## src/rtl/regfile_wr_arbiter.sv

```systemverilog
// regfile_wr_arbiter: arbitrates the single register-file write port between
// the pipeline writeback stage (port A, fixed priority, no back-pressure) and a
// secondary multi-cycle unit (port B, valid/ready).
//
// Build option RF_ARB_STARVE_EN: when defined, port B gets a starvation grant
// after MAX_WAIT consecutive blocked cycles. The displaced pipeline write is
// parked in a one-entry hold register, and the pipeline is stalled for one cycle
// while the hold drains. When the macro is undefined, the block is pure fixed
// priority: no hold and no wait counter, stall_req=0 and proto_err=0.
module regfile_wr_arbiter #(
    parameter int WIDTH    = 8,
    parameter int MAX_WAIT = 4
) (
    input  logic             clk,
    input  logic             rst_n,
    input  logic             reg_wen,
    input  logic [4:0]       wr_reg,
    input  logic [WIDTH-1:0] alu_result,
    input  logic             sec_valid,
    input  logic [4:0]       sec_reg,
    input  logic [WIDTH-1:0] sec_data,
    output logic             sec_ready,
    output logic             rf_wen,
    output logic [4:0]       rf_wr_reg,
    output logic [WIDTH-1:0] rf_wr_data,
    output logic             stall_req,
    output logic             proto_err
);

    if (MAX_WAIT < 1 || MAX_WAIT > 15) begin : g_bad_max_wait
        $error("MAX_WAIT must be in 1..15");
    end

    typedef struct packed {
        logic [4:0]       rg;
        logic [WIDTH-1:0] data;
    } wr_t;

    wr_t  a_wr, b_wr, rf_q, nxt_wr;
    logic nxt_wen;

    assign a_wr = '{rg: wr_reg,  data: alu_result};
    assign b_wr = '{rg: sec_reg, data: sec_data};

`ifdef RF_ARB_STARVE_EN
    wr_t        hold_q;
    logic       hold_valid, nxt_hold_valid, capture;
    logic [3:0] wait_cnt, nxt_wait;
    logic       err_q, nxt_err;
    logic       starve;

    assign starve = (wait_cnt == 4'(MAX_WAIT));

    // Grant selection: a pending hold has first priority, then port A, and then
    // port B (either in an idle slot or by a starvation grant that parks A).
    always_comb begin
        sec_ready      = rst_n && !hold_valid && (!reg_wen || starve);
        nxt_wen        = 1'b0;
        nxt_wr         = rf_q;
        nxt_hold_valid = hold_valid;
        nxt_err        = err_q;
        capture        = 1'b0;
        if (hold_valid) begin
            nxt_wen        = 1'b1;
            nxt_wr         = hold_q;
            nxt_hold_valid = 1'b0;
            if (reg_wen) nxt_err = 1'b1;   // pipeline ignored the stall; its write is dropped
        end else if (reg_wen && (!starve || !sec_valid)) begin
            nxt_wen = 1'b1;
            nxt_wr  = a_wr;
        end else if (reg_wen) begin
            nxt_wen        = 1'b1;
            nxt_wr         = b_wr;
            nxt_hold_valid = 1'b1;
            capture        = 1'b1;
        end else if (sec_valid) begin
            nxt_wen = 1'b1;
            nxt_wr  = b_wr;
        end
        if (!sec_valid || sec_ready)
            nxt_wait = 4'd0;
        else if (!starve)
            nxt_wait = wait_cnt + 4'd1;
        else
            nxt_wait = wait_cnt;
    end

    // Hold entry, starvation counter and sticky protocol error.
    always_ff @(posedge clk or negedge rst_n) begin
        if (!rst_n) begin
            hold_valid <= 1'b0;
            hold_q     <= '0;
            wait_cnt   <= 4'd0;
            err_q      <= 1'b0;
        end else begin
            hold_valid <= nxt_hold_valid;
            if (capture) hold_q <= a_wr;
            wait_cnt   <= nxt_wait;
            err_q      <= nxt_err;
        end
    end

    assign stall_req = hold_valid;
    assign proto_err = err_q;
`else
    // Pure fixed priority: port A always wins, and port B uses only idle slots.
    always_comb begin
        sec_ready = rst_n && !reg_wen;
        nxt_wen   = 1'b0;
        nxt_wr    = rf_q;
        if (reg_wen) begin
            nxt_wen = 1'b1;
            nxt_wr  = a_wr;
        end else if (sec_valid) begin
            nxt_wen = 1'b1;
            nxt_wr  = b_wr;
        end
    end

    assign stall_req = 1'b0;
    assign proto_err = 1'b0;
`endif

    // Registered register-file write port. Address and data keep their last
    // values in idle cycles.
    always_ff @(posedge clk or negedge rst_n) begin
        if (!rst_n) begin
            rf_wen <= 1'b0;
            rf_q   <= '0;
        end else begin
            rf_wen <= nxt_wen;
            rf_q   <= nxt_wr;
        end
    end

    assign rf_wr_reg  = rf_q.rg;
    assign rf_wr_data = rf_q.data;

endmodule

```

## config.mk

```make
export PLATFORM = sky130hd
export DESIGN_NAME = regfile_wr_arbiter
export DESIGN_NICKNAME = d
export VERILOG_FILES = /design/src/rtl/regfile_wr_arbiter.sv
export SDC_FILE = /design/constraint.sdc
export NUM_CORES = 1
export LEC_CHECK = 0
export BUFFER_PORTS_ARGS = -buffer_cell sky130_fd_sc_hd__buf_4
export CAP_MARGIN = 30
export CORE_ASPECT_RATIO = 1.1
export CORE_MARGIN = 8
export CORE_UTILIZATION = 42
export CTS_BUF_LIST = sky130_fd_sc_hd__clkbuf_16
export DETAILED_ROUTE_END_ITERATION = 7
export GPL_ROUTABILITY_DRIVEN = 0
export GPL_TIMING_DRIVEN = 0
export PLACE_DENSITY = 0.86
export SLEW_MARGIN = 0
export SYNTH_ARGS = -nofsm -noshare
export SYNTH_HDL_FRONTEND = slang
export SYNTH_SLANG_ARGS = --single-unit
```

## constraint.sdc

```tcl
create_clock -name clk -period 1 [get_ports clk]
set_input_delay 0.1 -clock clk [delete_from_list [all_inputs] [get_ports clk]]
set_output_delay 0.1 -clock clk [all_outputs]
set_load 0.02 [all_outputs]
```

### After elaboration in Yosys (flattened, before gate mapping)

Cells that the tools add are included.

* muxes and demuxes: 4
* reductions and logical operators: 3

Operators by type and width (count)
* $mux 13: 2
* $mux 1: 2
* $reduce_bool 2->1: 1
* $logic_and 1x1->1: 1
* $logic_not 1->1: 1

* output and inout port bits: 17
* bits of input ports: 30
* bits in registers: 14
* word-level logic and storage cells: 10

### Depth between registers and ports, before layout

Gate-level depths: netlist (run 1).

* depth after elaboration: 2
* mapped depth: 4
* gate-level depth less buffers: 2

### Least setup slack after synthesis (run 1)

Ideal clock, no wire load.

* kind: register -> register
* from: register, netlist name rf_wr_data[6]
* to: register rf_q, in the netlist rf_wr_data[6]
* period minus slack after synthesis: 758 ps
* cell stages (with the launch flop): 3
* slack: 242 ps
* data required time: 873 ps
* arrival time: 630 ps
* library setup time: 127 ps
* path buffers: 0
* cell sequence: dfrtp_1 mux2i_1 o21ai_0

RTL lines
* end signal: assignment: RTL line 132 `rf_q <= nxt_wr;`
* end: declaration: RTL line 39 `wr_t a_wr, b_wr, rf_q, nxt_wr;`

### Worst setup path in the final report (run 1)

* from: register rf_q, in the netlist rf_wr_data[3]
* to: output rf_wr_data[3]

RTL lines
* end: declaration: RTL line 25 `output logic [WIDTH-1:0] rf_wr_data,`

No word-level cell between the ends.

==> impl_metrics.yaml, run 1 <==
outcome:
  status: "complete, no violations"
worst_setup_path:
  worstPathMaxFanout: 2
  startpoint_type: "flip-flop"
  crit_path_max_incr_delay_ns: 0.39
  crit_buf_inv: 1
  critPathRequiredTime_ns: 0.90
  cp_slowest_cell: "dfrtp_1"
  worst-setup-path-type: "reg -> out"
  cp.arrival_ns: 0.79
  path_cells: "buf_4"
  end_kind: "output pin"
  cp_top_family: "flip-flops"
min_path:
  min_path_type: "in -> reg"
global_route:
  antenna_found_initial: 0
  grt_pass1_wl_mm: 3.12
  grt.total_usage_pct: 13.4
  grt_pass1_vias: 668
  grt-ovfl-total: 0
  grt_max_degree: 15
drt:
  vias_per_cell: 4.94
  num_vias: 632
  wl_per_cell_um: 16.0
  final_antenna_net_count: 0
  drc: 0
  drt_iter0_drc: 11
  drt_pass1_iterations: 4
  routed_wl_mm: 2.05
clock_network:
  cts.clk_slew.worst_paths_ns: 0.05
  cts_tree: "done"
  htreeDepth: 1
  clkLatencyLatePin_ns: 0.24
  hold_buffers: 1
  cts_setup_buffers: 0
  cts_resized: 0
  cts_made_buffers: 3
  cts.path.max_buffers: 2
  cts_root_buf: "clkbuf_16"
  cts.sinks: 14
synthesis:
  synth_most_common_cell: "dfrtp_1"
  ys_ff_latch: 14
  yosys_warnings: 0
  synth_edf_count: 0
  ys.flop_type: "dfrtp_1"
  synth_area_um2: 672
  async_reset_ff_share_pct: 100
  syn-instance-count: 63
  synth_top_area_cell: "dfrtp_1"
  yosysTopAreaCellShare_pct: 52.1
  ys_types: 12
  synth_area_leaders: "dfrtp_1 52%, mux2i_1 19%, nand2_1 7.3%, o21ai_1 6.7%, buf_12 3.0%"
  ys_seq_area_share_pct: 52.1
  ys_top_cells_by_count: "14 x dfrtp_1, 13 x mux2i_1, 13 x nand2_1"
  syn_area_per_cell_um2: 10.7
floorplanning:
  die_w_um: 54.1
  num_rows: 15
  die_h_um: 58.0
  fp.dieArea_um2: 3140
  initial_core_util_pct: 43.7
  ios: 47
  core_um2: 1540
timing:
  timing.fmax_mhz: 1120
  slew_headroom_pct: 56.9
  finalCritPeriodShare_pct: 89.0
  min_period_ns: 0.890
  finalHoldViolations: 0
  clock_skew_ns: 0
  setup_viol: 0
  rsz0062_at_grt: "no"
  tightestPinTransition_ns: 0.645
  fin_setup_tns_ns: 0
  drv_slew: 0
power_and_ir_drop:
  ir_worst_vdd_mv: 1.58
  finalPower_uw: 1790
  power.leakage_uw: 0.000584
  power_density_nw_per_um2: 1620
flow_run:
  max_cap_violations: 0
layout:
  fillers: 120
  drive_gt1_share_pct: 46.8
  largest_register_ffs: 8
  layout.nets: 142
  antenna_cells: 0
  syn_to_final_growth_pct: 63.9
place:
  dp_hpwl_mm: 1.57
  numPortBuffers: 42
==> metrics by stage <==
| stage | worst slack (ns) | instance area (um2) | std cells | hold slack, ns | utilization, % |
|---|---|---|---|---|---|
| global route | 0.0572 | 1100 | 128 | 0.0748 | 71.5 |
| finish | 0.110 | 1100 | 128 | 0.0769 | 71.5 |
| floorplan | 0.242 | 676 | 64 | -0.196 | - |
| CTS | 0.111 | 1100 | 128 | 0.0754 | 71.5 |
| detailed placement | 0.227 | 1010 | 123 | -0.0385 | 65.8 |
| global placement | 0.254 | 1010 | 123 | -0.0405 | 65.8 |
==> tightest hold or removal path, delay by kind of cell <==
| kind | cells | cell delay (ns) |
|---|---|---|
| and+or+nand+nor | 1 | 0.04 |
| buffers and inverters | 1 | 0.08 |
| AOI/OAI and AO/OA | 1 | 0.06 |
==> cells in the final DEF (no fill, tap or decap) <==
master / count
buf_4: 44
dfrtp_1: 14
mux2i_1: 13
nand2_1: 13
o21ai_1: 9
o21ai_0: 4
buf_2: 3
clkbuf_16: 3
conb_1: 2
buf_6: 1
buf_12: 1
or2_1: 1
nor2b_1: 1
clkinv_1: 1
dlygate4sd3_1: 1
==> metal layers <==
metal	routed length, um	share of wire [%]	GRT usage (%)	up-vias
li1	-	-	-	304
met1	708	35	13.9	291
met2	1050	51	21.6	35
met3	273	13	7.42	2
met4	23	1.1	5.28	0
met5	0	0	0	-
==> layout make-up <==
class / count / area (um2) / area share [%]
tap: 17 / 21.3 / 1.93
clock buffer: 3 / 75.1 / 6.82
timing repair buffer: 43 / 325 / 29.5
multi-input combinational: 43 / 264 / 24.0
clock inverter: 1 / 3.75 / 0.341
sequential: 14 / 350 / 31.8
buffer: 7 / 61.3 / 5.57
==> power breakdown <==
group | switching, uW | leakage [uW] | internal (uW)
Combinational | 192 | 0.000378 | 202
Sequential | 27.2 | 0.000167 | 619
Clock | 218 | 0.0000385 | 528
==> kinds of logic after synthesis <==
| family | Yosys count | synth area share, % |
|---|---|---|
| simple gates | 15 | 9.13 |
| flops | 14 | 52.1 |
| compound gates | 13 | 9.68 |
| mux | 13 | 19.4 |
| buf+inv | 7 | 9.12 |
| other cells | 1 | 0.558 |
==> path summary, 6_finish.rpt <==
path	slack, ns	startpoint	endpoint	cells past startpoint
worst min-delay path	0.08	alu_result[4]	rf_wr_data[4]	3
worst min register to register	0.55	rf_wr_data[0]	rf_wr_data[0]	2
max in group asynchronous	0.16	rst_n	rf_wr_reg[3]	2
min in group asynchronous	0.42	rst_n	rf_wr_data[2]	2
worst max register to register	0.26	rf_wr_reg[3]	rf_wr_reg[3]	2
worst max-delay path	0.11	rf_wr_data[3]	rf_wr_data[3]	1
No activity file was read; power rests on OpenSTA's default activity.
==> run 2, diff against run 1 <==
- CORE_ASPECT_RATIO: 1.1 -> not set
==> run 2 against run 1 <==
Cell area down 0.46%. Non-clock buffer count unchanged. First-iteration DRC count down 64%. Maximum frequency down 0.44%. Sequential cell count unchanged. Count of clock-buffer cells in the layout unchanged. Sequential share of layout area up 0.15 points. Critical path depth unchanged. Via count down 2.4%. Critical path type unchanged. Highest routed layer unchanged. Clock skew unchanged.
==> impl_metrics.yaml, run 2 (synthesis results as in run 1) <==
timing:
  tightestPinTransition_ns: 0.635
  finalCritPeriodShare_pct: 89.4
  clock_skew_ns: 0
  rsz0062_at_grt: "no"
  setup_viol: 0
  min_period_ns: 0.894
  fin_setup_tns_ns: 0
  drv_slew: 0
  finalHoldViolations: 0
  slew_headroom_pct: 57.5
  timing.fmax_mhz: 1120
place:
  placed_cells: 122
  numPortBuffers: 42
  dp_hpwl_mm: 1.59
worst_setup_path:
  crit_buf_inv: 1
  path_cells: "buf_4"
  end_kind: "output pin"
  cp_num_cells: 1
  crit_path_max_incr_delay_ns: 0.39
  cp_slowest_cell: "dfrtp_1"
  r2r_cells: 2
  cp.arrival_ns: 0.79
  worstPathMaxFanout: 2
  critPathRequiredTime_ns: 0.90
  cp_top_family: "flip-flops"
  startpoint_type: "flip-flop"
  worst-setup-path-type: "reg -> out"
floorplanning:
  die_h_um: 56.0
  ios: 47
  fp.dieArea_um2: 3140
  num_rows: 14
  initial_core_util_pct: 44.6
  die_w_um: 56.0
  core_um2: 1510
drt:
  wl_per_cell_um: 16.9
  num_vias: 617
  routed_wl_mm: 2.13
  drc: 0
  drt_pass1_iterations: 4
  drt_iter0_drc: 4
  vias_per_cell: 4.90
  final_antenna_net_count: 0
clock_network:
  cts.path.max_buffers: 2
  cts_root_buf: "clkbuf_16"
  htreeDepth: 1
  cts.clk_slew.worst_paths_ns: 0.04
  clkLatencyLatePin_ns: 0.24
  cts_tree: "done"
  hold_buffers: 1
  cts.sinks: 14
  cts_made_buffers: 3
  cts_setup_buffers: 0
  cts_resized: 0
power_and_ir_drop:
  power_density_nw_per_um2: 1630
  clkPwrFrac_pct: 41.8
  power.leakage_uw: 0.000582
  seq_power_share_pct: 36.3
  p_sw_share_pct: 24.8
  power.switching_uw: 443
  ir_worst_vdd_mv: 1.02
  pwr-share-comb_pct: 21.9
  internal-power_uw: 1340
layout:
  layoutNonFillerInstCount: 126
  syn_to_final_growth_pct: 63.1
  layout_commonest_cell: "buf_4"
  fillers: 115
  antenna_cells: 0
  layout_common_cells: "44 x buf_4, 14 x dfrtp_1, 13 x mux2i_1, 13 x nand2_1, 9 x o21ai_1"
  drive_gt1_share_pct: 47.3
  largest_register_ffs: 8
  layout.nets: 142
global_route:
  grt.total_usage_pct: 14.2
  grt-ovfl-total: 0
  grt_pass1_vias: 730
  grt_max_degree: 15
  grt_pass1_wl_mm: 3.57
  antenna_found_initial: 0
flow_run:
  max_cap_violations: 0
outcome:
  status: "complete, no violations"
min_path:
  min_path_type: "in -> reg"
  holdPathStages: 3
run 2: layer usage:
| layer | vias up | wire (um) | global-route usage, % |
|---|---|---|---|
| met5 | - | 0 | 0 |
| met4 | 0 | 44 | 7.22 |
| met2 | 36 | 1040 | 22.7 |
| li1 | 302 | - | - |
| met3 | 4 | 163 | 5.48 |
| met1 | 275 | 881 | 16.0 |
run 2: stage by stage:
step	setup slack (ns)	hold WS, ns	cell area (um2)	total power [uW]	util (%)
floorplan	0.242	-0.196	676	841	-
global placement	0.256	-0.0428	1010	1030	67.1
finish	0.106	0.0621	1100	1790	72.8
global route	0.00841	0.0749	1100	1850	72.8
detailed placement	0.217	-0.0364	1010	1050	67.1
CTS	0.102	0.0663	1100	1790	72.8
run 2: power by group through the flow:
stage / sequential, uW / combinational (uW) / clock (uW)
6_report: 648 / 392 / 746
3_3_place_gp: 652 / 383 / 0
3_5_place_dp: 653 / 394 / 0
4_1_cts: 648 / 397 / 746
2_1_floorplan: 717 / 124 / 0
5_1_grt: 654 / 424 / 777
run 2: final cells by class:
cell class	instances	area (um2)	share of cell area, %
Buffer	7	61.3	5.59
Clock buffer	3	75.1	6.85
Multi-Input combinational cell	43	264	24.1
Sequential cell	14	350	32.0
Tap cell	16	20.0	1.83
Timing Repair Buffer	43	325	29.7
run 2: final timing paths:
kind / from / endpoint / slack [ns]
worst max register to register: rf_wr_data[6] / rf_wr_data[6] / 0.26
worst min-delay path: wr_reg[1] / rf_wr_reg[1] / 0.06
max in group asynchronous: rst_n / rf_wr_data[5] / 0.17
worst min register to register: rf_wr_data[4] / rf_wr_data[4] / 0.56
min in group asynchronous: rst_n / rf_wr_data[4] / 0.42
worst max-delay path: rf_wr_data[0] / rf_wr_data[0] / 0.11
